**config.mk**
```make
export PLATFORM = sky130hd
export DESIGN_NAME = imem_loader
export DESIGN_NICKNAME = d
export VERILOG_FILES = /design/src/rtl/loader_pkg.sv /design/src/rtl/imem_loader_word_packer.sv /design/src/rtl/imem_loader.sv
export SDC_FILE = /design/constraint.sdc
export NUM_CORES = 1
export LEC_CHECK = 0
export BUFFER_PORTS_ARGS = -buffer_cell sky130_fd_sc_hd__buf_4
export CORE_MARGIN = 10
export CORE_UTILIZATION = 30
export DETAILED_ROUTE_END_ITERATION = 10
export PLACE_DENSITY = 0.49
export REMOVE_ABC_BUFFERS = 1
export SKIP_CTS_REPAIR_TIMING = 1
export SLEW_MARGIN = 40
export SYNTH_ARGS = -nofsm -noshare
export SYNTH_HDL_FRONTEND = slang
export SYNTH_SLANG_ARGS = --single-unit
```
**constraint.sdc**
```tcl
create_clock -name clk -period 4.7 [get_ports clk]
set_clock_uncertainty 0.15 [all_clocks]
set_input_delay 0.705 -clock clk [delete_from_list [all_inputs] [get_ports clk]]
set_output_delay 0.705 -clock clk [all_outputs]
set_load 0.01 [all_outputs]
```
**src/rtl/loader_pkg.sv**
```systemverilog
// ============================================================================
// Module      : loader_pkg
// Description : Shared types and constants for the instruction-memory loader.
// Revision    : 1.0 - initial release
// ============================================================================
`default_nettype none

package loader_pkg;

  // Loader sequencing states
  typedef enum logic [2:0] {
    HDR_HI = 3'd0,
    HDR_LO = 3'd1,
    DATA   = 3'd2,
    DONE   = 3'd3,
    ERR    = 3'd4
  } state_e;

  // Header is a 16-bit big-endian word count
  localparam int HDR_W          = 16;
  // Instruction words are assembled from four stream bytes
  localparam int BYTES_PER_WORD = 4;
  localparam int BYTE_CNT_W     = $clog2(BYTES_PER_WORD);
  localparam int WORD_W         = 8 * BYTES_PER_WORD;

  // States in which the loader is willing to take stream bytes
  function automatic logic accepts_bytes(input state_e s);
    return (s == HDR_HI) || (s == HDR_LO) || (s == DATA);
  endfunction

endpackage

`default_nettype wire

```
**src/rtl/imem_loader_word_packer.sv**
```systemverilog
// ============================================================================
// Module      : word_packer
// Description : Shifts stream bytes MSB-first into an instruction word and
//               flags the byte that completes it.
// Revision    : 1.0 - initial release
// ============================================================================
`default_nettype none

module word_packer
  import loader_pkg::*;
(
  input  logic              clk,
  input  logic              reset,
  input  logic              clear_i,
  input  logic              valid_i,
  input  logic [7:0]        byte_i,
  output logic [WORD_W-1:0] word_o,
  output logic              done_o
);

  localparam logic [BYTE_CNT_W-1:0] LAST_BYTE = BYTE_CNT_W'(BYTES_PER_WORD - 1);

  // Only the leading bytes need storage; the final byte goes straight out.
  logic [WORD_W-9:0]     shift_q;
  logic [WORD_W-9:0]     shift_d;
  logic [BYTE_CNT_W-1:0] cnt_q;
  logic [BYTE_CNT_W-1:0] cnt_d;

  // Next-state for the partial word and byte position
  always_comb begin
    shift_d = shift_q;
    cnt_d   = cnt_q;
    if (clear_i) begin
      shift_d = '0;
      cnt_d   = '0;
    end else if (valid_i) begin
      shift_d = {shift_q[WORD_W-17:0], byte_i};
      cnt_d   = (cnt_q == LAST_BYTE) ? '0 : cnt_q + 1'b1;
    end
  end

  // Partial word and byte position registers
  always_ff @(posedge clk or posedge reset) begin
    if (reset) begin
      shift_q <= '0;
      cnt_q   <= '0;
    end else begin
      shift_q <= shift_d;
      cnt_q   <= cnt_d;
    end
  end

  assign word_o = {shift_q, byte_i};
  assign done_o = valid_i && !clear_i && (cnt_q == LAST_BYTE);

endmodule

`default_nettype wire

```
**src/rtl/imem_loader.sv**
```systemverilog
// ============================================================================
// Module      : imem_loader
// Description : Parses a byte stream (16-bit word count + big-endian words)
//               and writes it into instruction memory, holding the core in
//               reset until the image is complete.
// Revision    : 1.0 - initial release
// ============================================================================
`default_nettype none

module imem_loader
  import loader_pkg::*;
#(
  parameter int ADDR_W = 6
) (
  input  logic              clk,
  input  logic              reset,
  input  logic [7:0]        in_data,
  input  logic              in_valid,
  output logic              in_ready,
  input  logic              reload,
  output logic              mem_we,
  output logic [ADDR_W-1:0] mem_addr,
  output logic [31:0]       mem_wdata,
  output logic              cpu_reset,
  output logic              done,
  output logic              error
);

  localparam logic [31:0] DEPTH = 32'(2 ** ADDR_W);

  state_e              state_q;
  state_e              state_d;
  logic                in_ready_q;
  logic                done_q;
  logic                error_q;
  logic                cpu_reset_q;
  logic [7:0]          hdr_hi_q;
  logic [ADDR_W-1:0]   last_idx_q;
  logic [ADDR_W-1:0]   word_idx_q;
  logic                drain_q;
  logic                mem_we_q;
  logic [ADDR_W-1:0]   mem_addr_q;
  logic [WORD_W-1:0]   mem_wdata_q;

  logic                xfer;
  logic [HDR_W-1:0]    hdr_n;
  logic [HDR_W-1:0]    hdr_n_m1;
  logic                pack_valid;
  logic                pack_clear;
  logic [WORD_W-1:0]   pack_word;
  logic                pack_done;
  logic                last_word;

  assign xfer      = in_valid && in_ready_q;
  assign hdr_n     = {hdr_hi_q, in_data};
  assign hdr_n_m1  = hdr_n - 16'd1;
  assign last_word = (word_idx_q == last_idx_q);

  // Bytes arriving while the final word is being written are dropped so
  // nothing beyond word N-1 can ever reach memory.
  assign pack_valid = xfer && (state_q == DATA) && !drain_q;
  assign pack_clear = (state_q != DATA);

  word_packer u_packer (
    .clk     (clk),
    .reset   (reset),
    .clear_i (pack_clear),
    .valid_i (pack_valid),
    .byte_i  (in_data),
    .word_o  (pack_word),
    .done_o  (pack_done)
  );

  // State register
  always_ff @(posedge clk or posedge reset) begin
    if (reset) begin
      state_q <= HDR_HI;
    end else begin
      state_q <= state_d;
    end
  end

  // Next-state logic; DATA lingers one cycle after the last word so that
  // done follows the final write strobe instead of coinciding with it.
  always_comb begin
    state_d = state_q;
    case (state_q)
      HDR_HI: begin
        if (xfer) state_d = HDR_LO;
      end
      HDR_LO: begin
        if (xfer) begin
          if (hdr_n == '0)               state_d = DONE;
          else if (32'(hdr_n) > DEPTH)   state_d = ERR;
          else                           state_d = DATA;
        end
      end
      DATA: begin
        if (drain_q) state_d = DONE;
      end
      DONE, ERR: begin
        if (reload) state_d = HDR_HI;
      end
      default: state_d = HDR_HI;
    endcase
  end

  // Header capture, word indexing and end-of-image detection
  always_ff @(posedge clk or posedge reset) begin
    if (reset) begin
      hdr_hi_q   <= '0;
      last_idx_q <= '0;
      word_idx_q <= '0;
      drain_q    <= 1'b0;
    end else begin
      if (xfer && (state_q == HDR_HI)) begin
        hdr_hi_q <= in_data;
      end
      if (xfer && (state_q == HDR_LO)) begin
        last_idx_q <= ADDR_W'(hdr_n_m1);
        word_idx_q <= '0;
      end else if (pack_done) begin
        word_idx_q <= word_idx_q + 1'b1;
      end
      drain_q <= pack_done && last_word;
    end
  end

  // Memory write port: one strobe the cycle after each completed word
  always_ff @(posedge clk or posedge reset) begin
    if (reset) begin
      mem_we_q    <= 1'b0;
      mem_addr_q  <= '0;
      mem_wdata_q <= '0;
    end else begin
      mem_we_q <= pack_done;
      if (pack_done) begin
        mem_addr_q  <= word_idx_q;
        mem_wdata_q <= pack_word;
      end
    end
  end

  // Status outputs registered from next state so they track the state
  // register exactly and are glitch-free
  always_ff @(posedge clk or posedge reset) begin
    if (reset) begin
      in_ready_q  <= 1'b0;
      done_q      <= 1'b0;
      error_q     <= 1'b0;
      cpu_reset_q <= 1'b1;
    end else begin
      in_ready_q  <= accepts_bytes(state_d);
      done_q      <= (state_d == DONE);
      error_q     <= (state_d == ERR);
      cpu_reset_q <= (state_d != DONE);
    end
  end

  assign in_ready  = in_ready_q;
  assign mem_we    = mem_we_q;
  assign mem_addr  = mem_addr_q;
  assign mem_wdata = mem_wdata_q;
  assign cpu_reset = cpu_reset_q;
  assign done      = done_q;
  assign error     = error_q;

endmodule

`default_nettype wire

```
==> Word level (Yosys, flattened, before mapping) <==
Cells that the tools add are included.
{ "totals": {"in_bits": 12, "regBits": 93, "output_inout_bits": 43, "word_cells": 62} }
{ "classes": {"n_addsub": 3, "n_lt_le_gt_ge": 1, "eq_ne": 12, "reduce_logical": 18, "n_mux": 14} }
{ "op_table": {"columns": ["operator", "count"], "rows": [
  ["$mux 24", 2],
  ["$mux 3", 6],
  ["$gt 16x7->1 const B", 1],
  ["$logic_not 16->1", 1],
  ["$eq 3x2->1 const B", 4],
  ["$mux 6", 2],
  ["$pmux 3 s4", 1],
  ["$logic_and 1x1->1", 8],
  ["$add 6x1->6 const B", 1],
  ["$eq 3x1->1 const B", 2],
  ["$eq 3x3->1 const B", 2],
  ["$eq 6x6->1", 1],
  ["$logic_not 3->1", 2],
  ["$mux 2", 3],
  ["$ne 3x2->1 const B", 2],
  ["$sub 6x1->6 const B", 1],
  ["$reduce_bool 2->1", 2],
  ["$add 2x1->2 const B", 1],
  ["$eq 2x2->1 const B", 1],
  ["$logic_not 1->1", 2],
  ["$logic_or 1x1->1", 2],
  ["$reduce_or 2->1", 1]
]} }

==> Logic depth before layout (Yosys ltp) <==
Gate-level depths: netlist of the first run.
{ "logic_depth": {"depth_word": 8, "mapped_depth": 6, "ltp_nobuf": 6} }

==> Hierarchy <==
A second synthesis of the first run with hierarchy kept.
{ "unflattened": {"cells_unflattened": 299, "hier_area_um2": 3958.8} }
{ "by_module_without_submodules": {"columns": ["module", "area_each_um2", "seq_area_each_um2", "cells_each", "instances"], "rows": [
  ["imem_loader", 2798.9, 1677.9, 203, 1],
  ["word_packer", 1159.9, 650.6, 96, 1]
]} }

==> Worst setup path before layout of the first run <==
Ideal clock, no wire load.
{ "synth_path": {"path_kind": "input-to-reg", "startpoint": "in in_valid", "endpoint": "reg mem_wdata_q[2] (netlist: mem_wdata[2])", "path_stages": 4, "setup_ns": 0.128, "setup_slack_ns": 2.824, "arrival_ns": 1.599, "t_required_ns": 4.422, "path_buffers": 1, "path_cell_list": "and3b_1 -> nand3_2 -> buf_2 -> mux2_1"} }
{ "synth_via": {"elab_chain_len": 5} }
{ "synth_lines": {"columns": ["item", "line", "rtl"], "rows": [
  ["start: declaration", "imem_loader.sv:18", "input logic in_valid,"],
  ["$logic_and 1x1->1", "imem_loader.sv:54", "assign xfer = in_valid && in_ready_q;"],
  ["$logic_and 1x1->1 (2 in a row)", "imem_loader.sv:61", "assign pack_valid = xfer && (state_q == DATA) && !drain_q;"],
  ["$logic_and 1x1->1 (2 in a row)", "imem_loader_word_packer.sv:54", "assign done_o = valid_i && !clear_i && (cnt_q == LAST_BYTE);"],
  ["end signal: assignment", "imem_loader.sv:139", "mem_wdata_q <= pack_word;"],
  ["end: declaration", "imem_loader.sv:43", "logic [WORD_W-1:0] mem_wdata_q;"]
]} }
Every way passes these cells.
A chain may end at the register's enable or synchronous reset.

==> Worst setup path in the final report of the first run <==
{ "layout_path": {"startpoint": "reg state_q[1]", "endpoint": "reg mem_wdata_q[17] (netlist: mem_wdata[17])"} }
{ "layout_via": {"elab_chain_len": 5, "elab_cells_between_ends": 7, "cone_classes": "eq/ne: 2; reduce/logical: 5"} }
{ "layout_lines": {"columns": ["item", "line", "rtl"], "rows": [
  ["start: declaration", "imem_loader.sv:31", "state_e state_q;"],
  ["start signal: assignment", "imem_loader.sv:79", "state_q <= state_d;"],
  ["$eq 3x2->1", "imem_loader.sv:61", null],
  ["$logic_and 1x1->1 (2 in a row)", "imem_loader.sv:61", null],
  ["$logic_and 1x1->1 (*) (2 in a row)", "imem_loader_word_packer.sv:54", null]
]} }
Mark *: on every way between the ends. The rest lies on a longest branch, timed or not.

==> flow_summary.ini, run 1 <==
[setup_path]
crit_slowest_cell = dfrtp_1
crit_arrival_ns = 2.32
critPathLaunchType = flip-flop
slowest_delay_ns = 0.52
critical_path_class = flip-flop to flip-flop
r2r_slack_ns = 2.44
reg2regPathDepth = 4
r2r_end = mem_wdata[17]$_DFFE_PP0P_
worstReg2RegStart = state_q[1]$_DFF_PP0_
path_max_fanout = 28
cp_data_required_time_ns = 4.76
cp_cell_sequence = nor3b_4, nand3_4, buf_4, mux2_1
end_kind = flip-flop

[synthesis]
yosysUniqueCellTypes = 43
syn_area_mm2 = 0.003760
synth-compound-area-share_pct = 9.517
synthTopCellsByArea = dfrtp_1 (61%), mux2_1 (9.6%), a22o_1 (6.1%), mux2_2 (3.6%), xor2_1 (1.6%)
ys_seq_elements = 93
syn_inst = 269
yosys.area_share.simple_pct = 8.386
synth_top_flop_cell = dfrtp_1
synth_xor_area_share_pct = 3.028
seq_area_frac_synth_pct = 61.93
synth_common_cells = dfrtp_1 (92), mux2_1 (32), a22o_1 (26)
yosysMostFrequentCell = dfrtp_1
synth_top_family_by_area = multiplexers
synth.area.mux_share_pct = 13.44
synth_async_sr_flop_share_pct = 100.0
synth_top_area_share_pct = 61.23
synth.avg_cell_area_um2 = 13.98
synthAdderAreaFrac_pct = 1.331
ys_warn_count = 0
synth-edff-count = 0
synth_top_area_cell = dfrtp_1

[placement]
gp_congestion = 0.7062
hpwlAfterDp_um = 5302
port_buffers = 54
dp_cells = 480

[route]
vias_per_cell = 4.521
drc = 0
drt_iter0_markers = 121
wl_per_cell_um = 15.41
firstDrtPassIters = 4
ant_nets = 0
vias = 2238
wirelength_um = 7627

[pwr]
vdd_ir_drop_max_v = 0.0001914
p_leak_nw = 2.295
cellPowerDensity_mw_per_mm2 = 412.7

[cells_and_area]
layout-drive-gt1-share_pct = 28.44
n_antenna_cell = 0
final_cell_count_no_fill = 495
fill_cells = 1213
fin_nets = 339
syn2layout_area_growth_pct = 23.06

[global_routing]
grt_pass1_wl_um = 12950
grt_antenna_before_repair = 0
grt_overflow = 0
grt_util_all_layers_pct = 9.119
grt_max_degree = 59
grt_pass1_vias = 2365

[die]
row_count = 40
io_pins = 55
core_mm2 = 0.01216
dieArea_mm2 = 0.01741
die_h_um = 132.0
die_w_um = 132.0
initial_core_util_pct = 30.92

[clocking]
cts_buffers = 9
clk_latency_ns = 0.33
htreeDepth = 3
cts.sinks = 93
clkTransAtPathRegs_ns = 0.06
clockBufferDepth = 2
tritoncts = built
cts-root-buf = clkbuf_16

[sta]
min_period_over_period_pct = 48.07
finalCriticalPeriod_ns = 2.259
max_slew.worst_pin.slew_ns = 0.6463
finalSetupViolations = 0
hold_viol_final = 0
fmax_ghz = 0.4426
rsz0062_at_grt = false
drv_slew = 0
slew-limit-headroom_pct = 56.82
setup_tns_ns = 0

[job]
maxCapViolCount = 0

[run_status]
status = finished clean

[min_path]
hold_path_class = input pin to async pin
layer usage:
| metal | wire length [um] | vias up | part of all wire, % | global-route usage, % |
|---|---|---|---|---|
| li1 | - | 1077 | - | - |
| met1 | 3780 | 1115 | 50 | 11.99 |
| met2 | 3433 | 38 | 45 | 13.61 |
| met3 | 280 | 8 | 3.7 | 2.287 |
| met4 | 133 | 0 | 1.7 | 4.450 |
| met5 | 0 | - | 0 | 0 |
critical path, delay by kind of cell, from the launching register on:
kind                   cells  cell delay [ns]
AND/OR/NAND/NOR            2             0.76
flip-flops                 1             0.52
buffers and inverters      1             0.37
multiplexers               1             0.34
placed cells by master (no fill, tap or decap), drive strengths merged, types with 6 or more instances in the layout:
cell and count:
xnor2 6, a22o 26, mux2 44, nor2 6
dfrtp 92, nand2 15, clkbuf 9, xor2 7
buf 56, o21ai 10
worst max-delay path by stage:
stage                                    start                   endpoint  slack, ns
after floorplan                          reset             done$_DFF_PP0_       1.43
after global placement                in_valid  mem_wdata[27]$_DFFE_PP0P_       1.85
after detailed placement              in_valid  mem_wdata[19]$_DFFE_PP0P_       1.75
after CTS                 state_q[1]$_DFF_PP0_  mem_wdata[17]$_DFFE_PP0P_       2.03
after global routing      state_q[1]$_DFF_PP0_  mem_wdata[17]$_DFFE_PP0P_       2.26
final                     state_q[1]$_DFF_PP0_  mem_wdata[17]$_DFFE_PP0P_       2.44
cell type report:
cell class / instances / area [um2] / share of cell area, %
clock buffers: 9 / 225.2 / 4.867
clock inverters: 6 / 63.81 / 1.379
inverters: 4 / 20.02 / 0.4327
multi-input cells: 159 / 1359 / 29.37
flip-flops and latches: 93 / 2328 / 50.32
well taps: 168 / 210.2 / 4.543
repair buffers: 56 / 420.4 / 9.086
through the flow:
step / setup slack [ns] / instance area, um2 / power, mW / utilization (%) / hold slack [ns]
detailed placement: 1.747 / 4330 / 1.220 / 35.61 / 0.3317
CTS: 2.027 / 4619 / 1.935 / 37.98 / 0.2806
global placement: 1.855 / 4320 / 1.214 / 35.52 / 0.3137
finish: 2.441 / 4627 / 1.910 / 38.05 / 0.2654
floorplan: 1.426 / 3686 / 1.136 / - / 0.3087
global route: 2.258 / 4627 / 2.007 / 38.05 / 0.3061
where the power goes:
group          switching [mW]  internal, mW  total, mW  leakage [nW]
registers              0.0682         0.879      0.947          1.26
logic                   0.127         0.125      0.251         0.895
clock network           0.302         0.409      0.711         0.138
total                   0.497          1.41       1.91          2.29
cells by family after synthesis:
group | after synthesis
DFF | 93
xor gates and xnor gates | 13
and+or+nand+nor | 51
adders and majority gates | 4
buffers and inverters | 17
muxes | 45
AOI/OAI and AO/OA | 46
state kept, by name, summed over array words and instances, names as in the netlist:
| signal | flops |
|---|---|
| state_q | 3 |
| mem_addr | 6 |
| u_packer.cnt_q | 2 |
| drain_q | 1 |
| done | 1 |
| in_ready | 1 |
| mem_we | 1 |
| u_packer.shift_q | 24 |
| cpu_reset | 1 |
| last_idx_q | 6 |
| hdr_hi_q | 8 |
| mem_wdata | 32 |
| word_idx_q | 6 |
| error | 1 |
(Power assumes the default switching activity.)
==> run 2, diff against run 1 <==
--- a/config.mk
+++ b/config.mk
@@ -5,6 +5,7 @@
 export SDC_FILE = /design/constraint.sdc
 export NUM_CORES = 1
 export LEC_CHECK = 0
+export ABC_AREA = 1
 export BUFFER_PORTS_ARGS = -buffer_cell sky130_fd_sc_hd__buf_4
 export CORE_MARGIN = 10
 export CORE_UTILIZATION = 30
==> constraint.sdc (replaced) <==
create_clock -name clk -period 2.2 [get_ports clk]
set_clock_uncertainty 0.15 [all_clocks]
set_input_delay 0.33 -clock clk [delete_from_list [all_inputs] [get_ports clk]]
set_output_delay 0.33 -clock clk [all_outputs]
set_load 0.01 [all_outputs]
==> run 2 against run 1 <==
  * First-iteration DRC count up 31%
  * Fmax up 30%
  * Register-to-register slack worse by 2.0 ns
  * Global-route usage up 0.57 points
  * Sequential cell count unchanged
  * Wire length up 9.1%
==> flow_summary.ini, run 2 <==
[route]
ant_nets = 0
firstDrtPassIters = 4
vias_per_cell = 4.392
wirelength_um = 8322
drc = 0
routed-wl-met3_um = 363
vias = 2754
wl_per_cell_um = 13.27
wl_met1_um = 4232
met2_wirelength_um = 3678
highest_layer = met4
drt_iter0_markers = 159

[setup_path]
end_kind = flip-flop
crit_slowest_cell = dfrtp_1
crit_arrival_ns = 1.78
cp_data_required_time_ns = 2.25
cp_cell_sequence = nand2_1, nor2_1, nand3_2, buf_4, nand2_1, o21ai_0
path_max_fanout = 48
reg2regPathDepth = 6
crit_path_frequent_cell = nand2_1
critical_path_class = flip-flop to flip-flop
slowest_delay_ns = 0.35
critPathLaunchType = flip-flop

[cells_and_area]
fill_cells = 1271
n_antenna_cell = 0
final_core_util_pct = 38.62
fin_nets = 471
layout-drive-gt1-share_pct = 18.08
syn2layout_area_growth_pct = 24.81
largest_register_ffs = 32
mostFrequentLayoutCells = nand2_1 (92), dfrtp_1 (92), buf_4 (62)

[synthesis]
syn_inst = 395
yosys.area_share.simple_pct = 14.96
ys_seq_elements = 93
synthAdderAreaFrac_pct = 1.336
synth_xor_area_share_pct = 1.169
synth.area.mux_share_pct = 0
synth-compound-area-share_pct = 12.55
synth_common_cells = dfrtp_1 (92), nand2_1 (92), inv_1 (58)
synth.avg_cell_area_um2 = 9.487
ys_warn_count = 0
synth_top_flop_cell = dfrtp_1
seq_area_frac_synth_pct = 62.14
synth-edff-count = 0
synthTopCellsByArea = dfrtp_1 (61%), nand2_1 (9.2%), o21ai_0 (6.3%), inv_1 (5.8%), o22ai_1 (4.2%)
synth_async_sr_flop_share_pct = 100.0
yosysUniqueCellTypes = 23
syn_area_mm2 = 0.003747
synth_top_area_share_pct = 61.44
synth_top_area_cell = dfrtp_1
synth_top_family_by_area = simple AND/OR/NAND/NOR gates

[sta]
min_period_over_period_pct = 79.02
max_slew.worst_pin.slew_ns = 0.4895
hold_viol_final = 0
drv_slew = 0
fmax_ghz = 0.5753
finalSetupViolations = 0
rsz0062_at_grt = false
finalCriticalPeriod_ns = 1.738
slew-limit-headroom_pct = 67.37
fin_ws_ns = 0.4617
whs_ns = 0.1608

[die]
die_h_um = 131.8
row_count = 40
dieArea_mm2 = 0.01736
io_pins = 55
core_mm2 = 0.01211
initial_core_util_pct = 30.94
die_w_um = 131.8

[global_routing]
grt_util_all_layers_pct = 9.685
grt_pass1_vias = 2710
grt_antenna_before_repair = 0
grt_max_degree = 94
grt_overflow = 0
grt_pass1_wl_um = 14050

[clocking]
cts.sinks = 93
clk_latency_ns = 0.33
cts-root-buf = clkbuf_16
clockBufferDepth = 2
htreeDepth = 3
tritoncts = built
clkTransAtPathRegs_ns = 0.07
cts_buffers = 9

[pwr]
total_power_mw = 4.162
sequentialPowerShare_pct = 48.1
p_int_mw = 3.020
pwr-share-comb_pct = 14.7
cellPowerDensity_mw_per_mm2 = 889.9
power.switching_mw = 1.142
vdd_ir_drop_max_v = 0.0004547
clock_power_share_pct = 37.3
p_leak_nw = 2.271
switching_share_pct = 27.43

[min_path]
hold_path_class = input pin to flip-flop
min_path_cells = 3

[placement]
hpwlAfterDp_um = 5781
port_buffers = 54
pre_cts_ws_ns = 0.3762
gp_congestion = 0.7798

[job]
maxCapViolCount = 0

[run_status]
status = finished clean
run 2: cell types whose count changed after synthesis, moves of 24 or more:
| cell | previous run | this run |
|---|---|---|
| nand2_1 | 15 | 92 |
| o22ai_1 | 1 | 25 |
| a22o_1 | 26 | 0 |
| inv_1 | 4 | 58 |
| o21ai_0 | 5 | 47 |
| mux2_1 | 32 | 0 |
run 2: worst paths after layout:
kind,start,end,slack (ns)
worst min register to register,mem_addr[3]$_DFFE_PP0P_,mem_addr[3]$_DFFE_PP0P_,0.34
worst min-delay path,in_data[7],mem_wdata[7]$_DFFE_PP0P_,0.16
max in group asynchronous,reset,mem_wdata[24]$_DFFE_PP0P_,1.01
worst max-delay path,in_ready$_DFF_PP0_,mem_wdata[24]$_DFFE_PP0P_,0.46
worst max register to register,in_ready$_DFF_PP0_,mem_wdata[24]$_DFFE_PP0P_,0.46
min in group asynchronous,reset,last_idx_q[3]$_DFFE_PP0P_,0.52
run 2: power by group through the flow:
stage          sequential, mW  clock [mW]  combinational (mW)
4_1_cts                  2.00        1.60               0.627
2_1_floorplan            2.01           0               0.416
6_report                 2.00        1.55               0.610
3_5_place_dp             2.03           0               0.625
3_3_place_gp             2.03           0               0.611
5_1_grt                  2.02        1.67               0.715
run 2: layer usage:
metal / vias up / global-route usage [%]
met5: - / 0
met4: 0 / 2.410
met3: 5 / 3.239
met2: 55 / 13.98
met1: 1293 / 13.54
li1: 1401 / -
run 2: through the flow:
| step | area [um2] | std cells | setup TNS (ns) |
|---|---|---|---|
| 2_1_floorplan | 3671 | 380 | -64.78 |
| 3_3_place_gp | 4368 | 611 | 0 |
| 3_5_place_dp | 4368 | 611 | 0 |
| 4_1_cts | 4667 | 626 | 0 |
| 5_1_grt | 4677 | 627 | 0 |
| 6_report | 4677 | 627 | 0 |
run 2: area by class of cell:
type	instances	area, um2	area share, %
Timing Repair Buffer	64	495.5	10.59
Tap cell	168	210.2	4.494
Multi-Input combinational cell	229	1125	24.05
Sequential cell	93	2328	49.79
Clock buffer	10	239.0	5.110
Inverter	58	219.0	4.682
Clock inverter	5	60.06	1.284
run 2: cells by family after synthesis:
kind of cell,count (synthesis)
AO/OA/AOI/OAI,87
AND/OR/NAND/NOR,133
buffers and inverters,73
flip-flops,93
adder cells (fa/ha/maj),4
XOR/XNOR,5
run 2: critical path, delay by kind of cell, from the launching register on:
family | cells | cell delay [ns]
buffers and inverters | 1 | 0.34
DFF | 1 | 0.35
AOI/OAI and AO/OA | 1 | 0.08
and+or+nand+nor | 4 | 0.66
